[config.mk]
export PLATFORM = sky130hd
export DESIGN_NAME = seg_display_scan
export DESIGN_NICKNAME = d
export VERILOG_FILES = /design/src/rtl/seg_display_scan.sv
export SDC_FILE = /design/constraint.sdc
export NUM_CORES = 1
export LEC_CHECK = 0
export BUFFER_PORTS_ARGS = -buffer_cell sky130_fd_sc_hd__buf_4
export CORE_UTILIZATION = 57
export CTS_CLUSTER_DIAMETER = 60
export DETAILED_ROUTE_END_ITERATION = 8
export PLACE_DENSITY = 0.84
export SETUP_SLACK_MARGIN = 0.15
export SYNTH_ARGS = -nofsm -noshare
export SYNTH_HDL_FRONTEND = slang
export SYNTH_SLANG_ARGS = --single-unit
[constraint.sdc]
create_clock -name Clk100M -period 4.05 [get_ports Clk100M]
set_input_delay 0.81 -clock Clk100M [delete_from_list [all_inputs] [get_ports Clk100M]]
set_output_delay 0.81 -clock Clk100M [all_outputs]
set_load 0.02 [all_outputs]
[src/rtl/seg_display_scan.sv]
// Four-digit seven-segment scanner: snapshots the digit patterns once per frame,
// multiplexes them onto shared seg/an pins with a blank lead-in per slot and per-digit blink.
module seg_display_scan #(
  parameter int SCAN_DIV     = 100000,
  parameter int BLANK_CYCLES = 1000,
  parameter int BLINK_FRAMES = 125
) (
  input  logic       Clk100M,
  input  logic       reset,
  input  logic [7:0] seg0,
  input  logic [7:0] seg1,
  input  logic [7:0] seg2,
  input  logic [7:0] seg3,
  input  logic [3:0] blink_mask,
  output logic [7:0] seg,
  output logic [3:0] an,
  output logic       frame_start
);

  localparam int CW = (SCAN_DIV > 1) ? $clog2(SCAN_DIV) : 1;
  localparam int FW = $clog2(BLINK_FRAMES) + 1;

  localparam logic [CW-1:0] CNT_LAST  = CW'(SCAN_DIV - 1);
  localparam logic [CW:0]   BLANK_LIM = (CW + 1)'(BLANK_CYCLES);
  localparam logic [FW-1:0] FRAME_END = FW'(BLINK_FRAMES - 1);

  typedef enum logic {
    ST_START,
    ST_SCAN
  } state_t;

  state_t          state;
  logic [CW-1:0]   cnt;
  logic [1:0]      d;
  logic [7:0]      snap [4];
  logic [3:0]      mask_q;
  logic [FW-1:0]   fcnt;
  logic            blink_phase;
  logic            blink_q;

  logic [CW-1:0]   cnt_nx;
  logic [1:0]      d_nx;
  logic            new_frame;
  logic [7:0]      snap_nx [4];
  logic [3:0]      mask_nx;
  logic [FW-1:0]   fcnt_nx;
  logic            phase_nx;
  logic            show_phase;
  logic            drive_nx;

  // The registers describe the cycle that follows the edge, so outputs are
  // computed from next-state values and switch anode and pattern together.
  always_comb begin
    cnt_nx    = '0;
    d_nx      = '0;
    new_frame = 1'b1;
    if (state == ST_SCAN) begin
      if (cnt == CNT_LAST) begin
        cnt_nx    = '0;
        d_nx      = d + 2'd1;
        new_frame = (d == 2'd3);
      end else begin
        cnt_nx    = cnt + 1'b1;
        d_nx      = d;
        new_frame = 1'b0;
      end
    end

    snap_nx    = snap;
    mask_nx    = mask_q;
    fcnt_nx    = fcnt;
    phase_nx   = blink_phase;
    show_phase = blink_q;
    if (new_frame) begin
      snap_nx[0] = seg0;
      snap_nx[1] = seg1;
      snap_nx[2] = seg2;
      snap_nx[3] = seg3;
      mask_nx    = blink_mask;
      show_phase = blink_phase;
      if (fcnt == FRAME_END) begin
        fcnt_nx  = '0;
        phase_nx = ~blink_phase;
      end else begin
        fcnt_nx  = fcnt + 1'b1;
      end
    end

    drive_nx = ({1'b0, cnt_nx} >= BLANK_LIM) && !(mask_nx[d_nx] && show_phase);
  end

  always_ff @(posedge Clk100M) begin
    if (reset) begin
      state       <= ST_START;
      cnt         <= '0;
      d           <= '0;
      for (int i = 0; i < 4; i++) snap[i] <= 8'hFF;
      mask_q      <= '0;
      fcnt        <= '0;
      blink_phase <= 1'b0;
      blink_q     <= 1'b0;
      seg         <= 8'hFF;
      an          <= 4'hF;
      frame_start <= 1'b0;
    end else begin
      state       <= ST_SCAN;
      cnt         <= cnt_nx;
      d           <= d_nx;
      snap        <= snap_nx;
      mask_q      <= mask_nx;
      fcnt        <= fcnt_nx;
      blink_phase <= phase_nx;
      blink_q     <= show_phase;
      frame_start <= new_frame;
      if (drive_nx) begin
        an  <= ~(4'b0001 << d_nx);
        seg <= snap_nx[d_nx];
      end else begin
        an  <= 4'hF;
        seg <= 8'hFF;
      end
    end
  end

endmodule

==> results.txt, run 1 <==
----------------------------------------------------
[Run status]
  Outcome ... complete, no violations

[Global route]
  Total GRT Usage ... 0.272
  Vias in the first global route ... 3,001
  Maximum number of pins on one net before global-route repair ... 35
  Global-route wire length before repair ... 13,800 µm
  Initial antenna violation count ... 0
  GRT Residual Overflow ... 0

[Synthesis]
  Cell count after synthesis ... 459
  Count of different cell masters after synthesis ... 46
  Fraction of synthesis flops using an asynchronous set or reset pin ... 0
  Post-synth design cell area ... 3650 µm²
  Leading cell types by total area after synthesis ... sky130_fd_sc_hd__dfxtp_1 43%, sky130_fd_sc_hd__nand2_1 13%, sky130_fd_sc_hd__nand3_1 4.8%, sky130_fd_sc_hd__a21oi_1 4.1%, sky130_fd_sc_hd__xnor2_1 4.1%
  Sequential fraction of the synthesis area ... 0.433
  Flops & latches, synth ... 79
  Most used DFF post-synth ... sky130_fd_sc_hd__dfxtp_1
  Biggest area consumer among synthesized cells ... sky130_fd_sc_hd__dfxtp_1
  Average instance area after synthesis ... 7.96 µm²
  Area fraction of the dominant cell type after synthesis ... 0.433
  Syn nets ... 501
  Synth Warn # ... 0
  Number of synthesized flops with an enable pin ... 0

[Setup path]
  Critical path data required time ... 4280 ps
  R2r startpoint ... cnt[0]
  Crit path buf inv count ... 2
  Slowest library cell on the worst path ... sky130_fd_sc_hd__a21bo_2
  Startpoint Class ... register
  WS Path Type ... reg2reg
  Kind of cell adding the most delay to the critical path ... compound AO/OA/AOI/OAI gates
  CP arrival ... 3430 ps
  Sequence of cells on the critical path ... ha_1 -> nand4_1 -> nor4_4 -> buf_4 -> a21bo_2 -> buf_4 -> mux2_2 -> a2111oi_0 -> nand2_1
  Critical Path Max Stage Delay ... 480 ps
  Max Fanout on Critical Path ... 24
  CP dominant cell by count ... sky130_fd_sc_hd__buf_4
  Critical Path Sink Type ... register
  Slack of the worst reg-to-reg path ... 850 ps
  Critical R2R Capture ... seg[7]
  Logic depth of the worst register-to-register path ... 9

[Hold path]
  Worst Hold Path EP ... mask_q[2]
  Tightest Hold Check Type ... reg2reg
  Hold Path Depth ... 2
  Worst min-delay path startpoint ... mask_q[2]

[Detailed routing]
  Total wire length ... 8500 µm
  Overall via count from detail_route ... 3,296
  Residual DRC ... 0
  1st-pass router iterations ... 6
  Initial DRC count ... 344
  Post-detailed-route count of antenna-violating nets ... 0
  Average vias per placed instance ... 5.70
  Detailed-route wire length per cell ... 14.7 µm

[Placed design]
  Count of input and output buffers ... 50
  Final HPWL DP ... 5590 µm
  Placer's final routability congestion estimate ... 0.860
  Cell area after placement ... 4050 µm²

[Final layout]
  Most frequent cells in the layout ... 127 x sky130_fd_sc_hd__nand2_1, 79 x sky130_fd_sc_hd__dfxtp_1, 58 x sky130_fd_sc_hd__buf_4
  Storage cell area ... 1580 µm²
  Multi-input combinational cell area ... 1910 µm²
  Area overhead of the layout relative to synthesis ... 16.0%
  Antenna diode count ... 0
  Fraction of final layout cells with drive strength greater than 1 ... 0.181
  Most common cell after layout, fill and taps aside ... sky130_fd_sc_hd__nand2_1
  Post-layout nets ... 540
  Fill cell count ... 489
  Final std cell area, no fill ... 4240 µm²

[Clock tree]
  Root Buffer ... sky130_fd_sc_hd__clkbuf_8
  CTS max path bufs ... 2
  Maximum level of the CTS H-tree ... 3
  Cts bufs inserted ... 9
  Number of cells upsized or downsized after cts ... 0
  Sink count of the clock tree ... 79
  Clk pin slew, worst setup/hold paths ... 80 ps
  Clock latency at the later pin of the worst-skew pair ... 350 ps
  Post-cts hold buffer count ... 0
  Count of buffers added by post-CTS timing repair for setup ... 0
  Clock tree from TritonCTS ... done

[Timing]
  Min Clock Period, post-route ... 3200 ps
  Achievable frequency ... 313 MHz
  Final number of max-transition violations ... 0
  RSZ-0062 raised after global routing ... false
  Final Hold Viols ... 0
  Ratio of final minimum period to clock period ... 0.790
  Pin slew with the least headroom to its limit ... 639 ps
  Setup violation total in the final timing report ... 0
  Post-Route Skew ... 10.1 ps
  Relative slew slack ... 0.570
  Final-layout setup total negative slack ... 0 ps

[Power and ir drop]
  IR drop worst, VDD ... 0.000358 V
  Leak ... 1.75 nW
  Power density relative to cell area ... 356 nW/µm²

[Die]
  Die footprint ... 6740 µm²
  Die Span Y ... 82.1 µm
  Initial Util ... 0.603
  Core area ... 6060 µm²
  I/O pin count ... 51
  Die width ... 82.1 µm
  Number of placement rows ... 28

[Job]
  Max capacitance violation total ... 0

----------------------------------------------------
==> per-layer routing <==
metal,wire [µm],up-vias,GRT usage
met2,3990,142,0.435
li1,-,1614,-
met5,0,-,0
met4,60,0,0.0614
met3,585,10,0.0744
met1,3870,1530,0.365
==> stage by stage <==
stage | setup slack (ps) | hold slack, ps | cells | power (mW) | utilization
after floorplan | 1160 | 426 | 459 | 0.905 | -
after global placement | 950 | 438 | 562 | 0.951 | 0.668
after detailed placement | 855 | 445 | 562 | 0.955 | 0.668
after CTS | 856 | 462 | 578 | 1.51 | 0.699
after global routing | 521 | 475 | 578 | 1.56 | 0.699
final | 850 | 462 | 578 | 1.51 | 0.699
==> worst min-delay path: stages, from the launching register on <==
cell	delay, ps
sky130_fd_sc_hd__dfxtp_1	320
sky130_fd_sc_hd__nand2_1	50
sky130_fd_sc_hd__a21oi_1	50
==> worst max path at each step <==
stage / start / endpoint / slack (ps) / depth (start not counted)
after floorplan: cnt[12] / an[1] / 1160 / 10
after global placement: cnt[0] / seg[7] / 950 / 9
after detailed placement: cnt[0] / seg[7] / 860 / 9
after CTS: cnt[0] / seg[7] / 860 / 9
after global routing: cnt[0] / seg[0] / 520 / 9
final: cnt[0] / seg[7] / 850 / 9
==> cell type report <==
class,instances,area share
Clock buffer,11,0.0310
Clock inverter,5,0.0139
Inverter,7,0.00620
Multi-Input combinational cell,343,0.451
Sequential cell,79,0.373
Tap cell,75,0.0221
Timing Repair Buffer,58,0.103
==> report_power, final <==
part,switching [mW],internal [mW]
Clock,0.284,0.285
Sequential,0.0152,0.804
Combinational,0.0609,0.0593
Total,0.360,1.15
==> registers in the layout, indices dropped and copies added, names as in the netlist, 2 cells and up <==
signal,cells
mask_q,4
d,2
seg,8
fcnt,8
an,4
cnt,17
snap,32
==> cell usage after synthesis, types with 4 or more instances <==
library cell / instances
sky130_fd_sc_hd__nand2_1: 127
sky130_fd_sc_hd__dfxtp_1: 79
sky130_fd_sc_hd__nand3_1: 35
sky130_fd_sc_hd__nor2_1: 34
sky130_fd_sc_hd__a21oi_1: 30
sky130_fd_sc_hd__clkbuf_1: 20
sky130_fd_sc_hd__xnor2_1: 17
sky130_fd_sc_hd__mux2_2: 10
sky130_fd_sc_hd__nand2b_1: 10
sky130_fd_sc_hd__xor2_1: 10
sky130_fd_sc_hd__a2111oi_0: 8
sky130_fd_sc_hd__nand4_1: 8
sky130_fd_sc_hd__inv_1: 7
sky130_fd_sc_hd__nor4_1: 6
sky130_fd_sc_hd__and3_1: 5
sky130_fd_sc_hd__and2_1: 4
sky130_fd_sc_hd__buf_2: 4
sky130_fd_sc_hd__ha_1: 4
==> cell families after synthesis <==
logic type                 Yosys count  synth area share
and+or+nand+nor                    248             0.313
muxes                               14            0.0431
AOI/OAI and AO/OA                   50            0.0883
buffers and inverters               37            0.0445
DFF                                 79             0.433
xor gates and xnor gates            27            0.0647
adders and majority gates            4            0.0137
No activity file was read; power rests on OpenSTA's default activity.
==> run 2: changes to the inputs <==
--- a/config.mk
+++ b/config.mk
@@ -6,10 +6,10 @@
 export NUM_CORES = 1
 export LEC_CHECK = 0
 export BUFFER_PORTS_ARGS = -buffer_cell sky130_fd_sc_hd__buf_4
-export CORE_UTILIZATION = 57
+export CORE_UTILIZATION = 51
 export CTS_CLUSTER_DIAMETER = 60
 export DETAILED_ROUTE_END_ITERATION = 8
-export PLACE_DENSITY = 0.84
+export PLACE_DENSITY = 0.8
 export SETUP_SLACK_MARGIN = 0.15
 export SYNTH_ARGS = -nofsm -noshare
 export SYNTH_HDL_FRONTEND = slang
==> constraint.sdc (replaced) <==
create_clock -name Clk100M -period 2.74 [get_ports Clk100M]
set_input_delay 0.548 -clock Clk100M [delete_from_list [all_inputs] [get_ports Clk100M]]
set_output_delay 0.548 -clock Clk100M [all_outputs]
set_load 0.02 [all_outputs]
==> results.txt, run 2 (synthesis gave the netlist of run 1 again) <==
----------------------------------------------------
[Final layout]
  Number of flip-flops under the largest register name ... 32
  Most frequent cells in the layout ... 126 x sky130_fd_sc_hd__nand2_1, 77 x sky130_fd_sc_hd__dfxtp_1, 75 x sky130_fd_sc_hd__buf_4
  Fraction of final layout cells with drive strength greater than 1 ... 0.235
  Core Util, Final ... 0.666
  Most common cell after layout, fill and taps aside ... sky130_fd_sc_hd__nand2_1
  Fill cell count ... 541
  Area overhead of the layout relative to synthesis ... 25.2%
  Post-layout nets ... 561
  Reg with most FFs ... snap
  Antenna diode count ... 0
  Post-layout instance count excluding filler cells ... 620
  Top flop regs ... snap (32), cnt (17)

[Global route]
  Maximum number of pins on one net before global-route repair ... 35
  Initial antenna violation count ... 0
  Global-route wire length before repair ... 14,100 µm
  Total GRT Usage ... 0.243
  GRT Residual Overflow ... 0
  Vias in the first global route ... 3,109

[Timing]
  Achievable frequency ... 363 MHz
  Ratio of final minimum period to clock period ... 1.00
  Post-Route Skew ... 9.15 ps
  Min Clock Period, post-route ... 2750 ps
  Relative slew slack ... 0.593
  Setup violation total in the final timing report ... 2
  Least setup slack across all paths after layout ... -13.1 ps
  Final number of max-transition violations ... 0
  Final Hold Viols ... 0
  Pin slew with the least headroom to its limit ... 604 ps
  RSZ-0062 raised after global routing ... true

[Detailed routing]
  Post-detailed-route count of antenna-violating nets ... 0
  Residual DRC ... 0
  Initial DRC count ... 235
  Detailed-route wire length per cell ... 14.4 µm
  1st-pass router iterations ... 5
  Average vias per placed instance ... 5.51
  Total wire length ... 8950 µm
  Overall via count from detail_route ... 3,417

[Die]
  Die footprint ... 7510 µm²
  Initial Util ... 0.532
  Number of placement rows ... 30
  Die width ... 86.7 µm
  Core area ... 6870 µm²
  Die Span Y ... 86.7 µm
  I/O pin count ... 51

[Placed design]
  Count of input and output buffers ... 50
  Final HPWL DP ... 5930 µm
  Placer's final routability congestion estimate ... 0.848
  Cell Count Post-Placement ... 599

[Clock tree]
  Cts bufs inserted ... 9
  Clock tree from TritonCTS ... done
  Clock latency at the later pin of the worst-skew pair ... 350 ps
  Post-cts hold buffer count ... 0
  Maximum level of the CTS H-tree ... 3
  CTS max path bufs ... 2
  Root Buffer ... sky130_fd_sc_hd__clkbuf_8
  Clk pin slew, worst setup/hold paths ... 80 ps
  Sink count of the clock tree ... 79

[Setup path]
  Max Fanout on Critical Path ... 10
  Critical path data required time ... 2960 ps
  Startpoint Class ... register
  CP arrival ... 2970 ps
  Critical Path Sink Type ... register
  WS Path Type ... reg2reg

[Power and ir drop]
  Power density relative to cell area ... 524 nW/µm²
  Leak ... 1.92 nW
  IR drop worst, VDD ... 0.000286 V

[Run status]
  Failing checks ... setup timing
  Outcome ... finished, violations left

[Hold path]
  Tightest Hold Check Type ... in2reg

[Job]
  Max capacitance violation total ... 0

----------------------------------------------------
## run 2: routing by layer
metal	track usage	up-vias	share of wire
met3	0.0476	23	0.071
li1	-	1655	-
met5	0	-	0
met1	0.323	1589	0.44
met2	0.386	150	0.47
met4	0.100	0	0.024
## run 2: area by class of cell
cell class              instances  area, µm²  share of cell area
clock buffers                  12        155              0.0339
clock inverters                 4       76.3              0.0167
inverters                       7       26.3             0.00574
multi-input cells             343       1990               0.436
flip-flops and latches         79       1580               0.346
well taps                      96        120              0.0263
repair buffers                 79        619               0.135
## run 2: worst max-delay path: stages, from the launching register on
cell,delay [ps]
sky130_fd_sc_hd__dfxtp_1,320
sky130_fd_sc_hd__or4bb_4,550
sky130_fd_sc_hd__nor4_4,420
sky130_fd_sc_hd__buf_6,180
sky130_fd_sc_hd__and3b_1,220
sky130_fd_sc_hd__o21ai_4,130
sky130_fd_sc_hd__o22a_1,220
sky130_fd_sc_hd__a311oi_2,290
sky130_fd_sc_hd__buf_4,210
sky130_fd_sc_hd__nand3_2,80
## run 2: path summary, 6_finish.rpt
kind               endpoint  startpoint  slack (ps)  cells after the start
setup / recovery      an[1]      cnt[8]         -10                      9
hold / removal     snap[11]     seg2[3]         410                      3
setup reg to reg      an[1]      cnt[8]         -10                      9
hold reg to reg   mask_q[1]   mask_q[1]         460                      2
## run 2: power breakdown
| group | total [mW] | internal, mW | switching [mW] |
|---|---|---|---|
| logic | 0.193 | 0.0999 | 0.0935 |
| clock network | 0.993 | 0.567 | 0.426 |
| registers | 1.21 | 1.19 | 0.0228 |
| total | 2.40 | 1.85 | 0.543 |
## run 2: timing repair
action	CTS	global route
endpoints found under the setup margin	12	13
gates cloned	0	1
buffers inserted	2	2
pin swaps	2	6
resized for setup	11	11
## run 2: metrics by stage
step | instance area, µm² | hold WS, ps | power (mW) | TNS, ps | setup slack (ps)
finish | 4570 | 412 | 2.40 | -16.9 | -13.1
global route | 4570 | 408 | 2.49 | -639 | -96.8
CTS | 4500 | 401 | 2.40 | 0 | 58.4
detailed placement | 4220 | 447 | 1.42 | -25.3 | -25.3
global placement | 4220 | 438 | 1.41 | 0 | 113
floorplan | 3680 | 426 | 1.34 | 0 | 2.92
==> run 3: changes to the inputs <==
--- a/config.mk
+++ b/config.mk
@@ -6,10 +6,10 @@
 export NUM_CORES = 1
 export LEC_CHECK = 0
 export BUFFER_PORTS_ARGS = -buffer_cell sky130_fd_sc_hd__buf_4
-export CORE_UTILIZATION = 51
+export CORE_UTILIZATION = 57
 export CTS_CLUSTER_DIAMETER = 60
 export DETAILED_ROUTE_END_ITERATION = 8
-export PLACE_DENSITY = 0.8
+export PLACE_DENSITY = 0.84
 export SETUP_SLACK_MARGIN = 0.15
 export SYNTH_ARGS = -nofsm -noshare
 export SYNTH_HDL_FRONTEND = slang
==> constraint.sdc (replaced) <==
create_clock -name Clk100M -period 2.6 [get_ports Clk100M]
set_input_delay 0.52 -clock Clk100M [delete_from_list [all_inputs] [get_ports Clk100M]]
set_output_delay 0.52 -clock Clk100M [all_outputs]
set_load 0.02 [all_outputs]
==> results.txt, run 3 (synthesis gave the netlist of run 1 again) <==
----------------------------------------------------
[Run status]
  Outcome ... finished, violations left
  Failing checks ... setup timing

[Die]
  Die width ... 82.1 µm
  Die footprint ... 6740 µm²
  Initial Util ... 0.603
  Core area ... 6060 µm²
  I/O pin count ... 51
  Number of placement rows ... 28
  Die Span Y ... 82.1 µm

[Clock tree]
  Clock tree from TritonCTS ... done
  Cts bufs inserted ... 9
  Sink count of the clock tree ... 79
  Root Buffer ... sky130_fd_sc_hd__clkbuf_8
  Clk pin slew, worst setup/hold paths ... 80 ps
  Clock latency at the later pin of the worst-skew pair ... 360 ps
  Maximum level of the CTS H-tree ... 3
  CTS max path bufs ... 2

[Final layout]
  Final std cell area, no fill ... 4640 µm²
  Multi-input combinational cell area ... 1970 µm²
  Most common cell after layout, fill and taps aside ... sky130_fd_sc_hd__nand2_1
  Top flop regs ... snap (32), cnt (17)
  Area overhead of the layout relative to synthesis ... 27.0%
  Storage cell area ... 1580 µm²
  Most frequent cells in the layout ... 123 x sky130_fd_sc_hd__nand2_1, 86 x sky130_fd_sc_hd__buf_4, 77 x sky130_fd_sc_hd__dfxtp_1
  Number of flip-flops under the largest register name ... 32
  Antenna diode count ... 0
  Post-layout nets ... 574
  Fraction of final layout cells with drive strength greater than 1 ... 0.258
  Post-layout instance count excluding filler cells ... 610
  Fill cell count ... 421
  Reg with most FFs ... snap

[Placed design]
  Final HPWL DP ... 6150 µm
  Cell area after placement ... 4280 µm²
  Cell Count Post-Placement ... 588
  Post-place setup slack ... -185 ps
  Placer's final routability congestion estimate ... 0.868
  Count of input and output buffers ... 50

[Setup path]
  Sequence of cells on the critical path ... or4_4 -> nor4_4 -> buf_4 -> and2_4 -> mux2_4 -> o22a_1 -> a311oi_2 -> buf_4 -> nand3_2
  Critical Path Max Stage Delay ... 550 ps
  Startpoint Class ... register
  WS Path Type ... reg2reg
  Slowest library cell on the worst path ... sky130_fd_sc_hd__or4_4
  CP dominant cell by count ... sky130_fd_sc_hd__buf_4
  Kind of cell adding the most delay to the critical path ... simple AND/OR/NAND/NOR gates
  Max Fanout on Critical Path ... 7
  Crit path buf inv count ... 2
  Critical Path Sink Type ... register
  CP arrival ... 2880 ps
  Critical path data required time ... 2840 ps

[Timing]
  Ratio of final minimum period to clock period ... 1.01
  Least setup slack across all paths after layout ... -34.1 ps
  Final Hold Viols ... 0
  Min Clock Period, post-route ... 2630 ps
  Final number of max-transition violations ... 0
  Post-Route Skew ... 7.95 ps
  RSZ-0062 raised after global routing ... true
  Setup violation total in the final timing report ... 8
  Achievable frequency ... 380 MHz
  Pin slew with the least headroom to its limit ... 608 ps
  Relative slew slack ... 0.591

[Detailed routing]
  Overall via count from detail_route ... 3,480
  Post-detailed-route count of antenna-violating nets ... 0
  Initial DRC count ... 421
  Total wire length ... 9330 µm
  1st-pass router iterations ... 5
  Detailed-route wire length per cell ... 15.3 µm
  Average vias per placed instance ... 5.70
  Residual DRC ... 0

[Global route]
  Total GRT Usage ... 0.295
  Initial antenna violation count ... 0
  Maximum number of pins on one net before global-route repair ... 35
  Vias in the first global route ... 3,149
  Global-route wire length before repair ... 14,900 µm
  GRT Residual Overflow ... 0

[Power and ir drop]
  Leak ... 1.99 nW
  Post-layout power ... 2.58 mW
  Power density relative to cell area ... 555 nW/µm²
  IR drop worst, VDD ... 0.000406 V

[Hold path]
  Tightest Hold Check Type ... in2reg

[Job]
  Max capacitance violation total ... 0

----------------------------------------------------
run 3: worst paths after layout:
path | start | end | slack (ps) | cells after the start
hold / removal | seg2[6] | snap[14] | 380 | 3
setup reg to reg | cnt[14] | an[1] | -30 | 9
hold reg to reg | mask_q[2] | mask_q[2] | 470 | 2
setup / recovery | cnt[14] | an[1] | -30 | 9
run 3: where the power goes:
| group | switching (mW) | leakage [nW] | internal [mW] |
|---|---|---|---|
| sequential | 0.0222 | 0.649 | 1.25 |
| clock | 0.433 | 0.118 | 0.652 |
| combinational | 0.106 | 1.22 | 0.111 |
| total | 0.561 | 1.99 | 2.01 |
run 3: worst min-delay path, stage by stage:
cell and delay [ps]:
sky130_fd_sc_hd__buf_4 80, sky130_fd_sc_hd__nand2_1 40, sky130_fd_sc_hd__nand3_1 60
run 3: through the flow:
stage	hold WS, ps	utilization	TNS (ps)
6_report	379	0.766	-122
5_1_grt	388	0.766	-1610
4_1_cts	374	0.756	0
3_5_place_dp	454	0.707	-934
3_3_place_gp	441	0.707	-6.86
2_1_floorplan	426	-	-1260
run 3: final cells by class:
class | instances | area share
flip-flops and latches | 79 | 0.341
inverters | 7 | 0.00566
well taps | 75 | 0.0202
multi-input cells | 343 | 0.424
clock buffers | 10 | 0.0296
repair buffers | 92 | 0.159
clock inverters | 4 | 0.0205
run 3: per-layer routing:
metal | up-vias | GRT usage | share of wire | routed length [µm]
met3 | 38 | 0.0522 | 0.069 | 641
met1 | 1598 | 0.401 | 0.44 | 4140
met4 | 0 | 0.142 | 0.032 | 296
met2 | 158 | 0.449 | 0.46 | 4250
li1 | 1686 | - | - | -
met5 | - | 0 | 0 | 0
run 3: what timing repair did:
| item | in CTS | in global routing |
|---|---|---|
| setup endpoints to repair | 17 | 17 |
| hold buffers | 0 | 0 |
| resized for setup | 9 | 15 |
| gates cloned | 1 | 0 |
| buffers inserted | 5 | 2 |
| endpoints found under the hold margin | 0 | 0 |
| pin swaps | 5 | 4 |
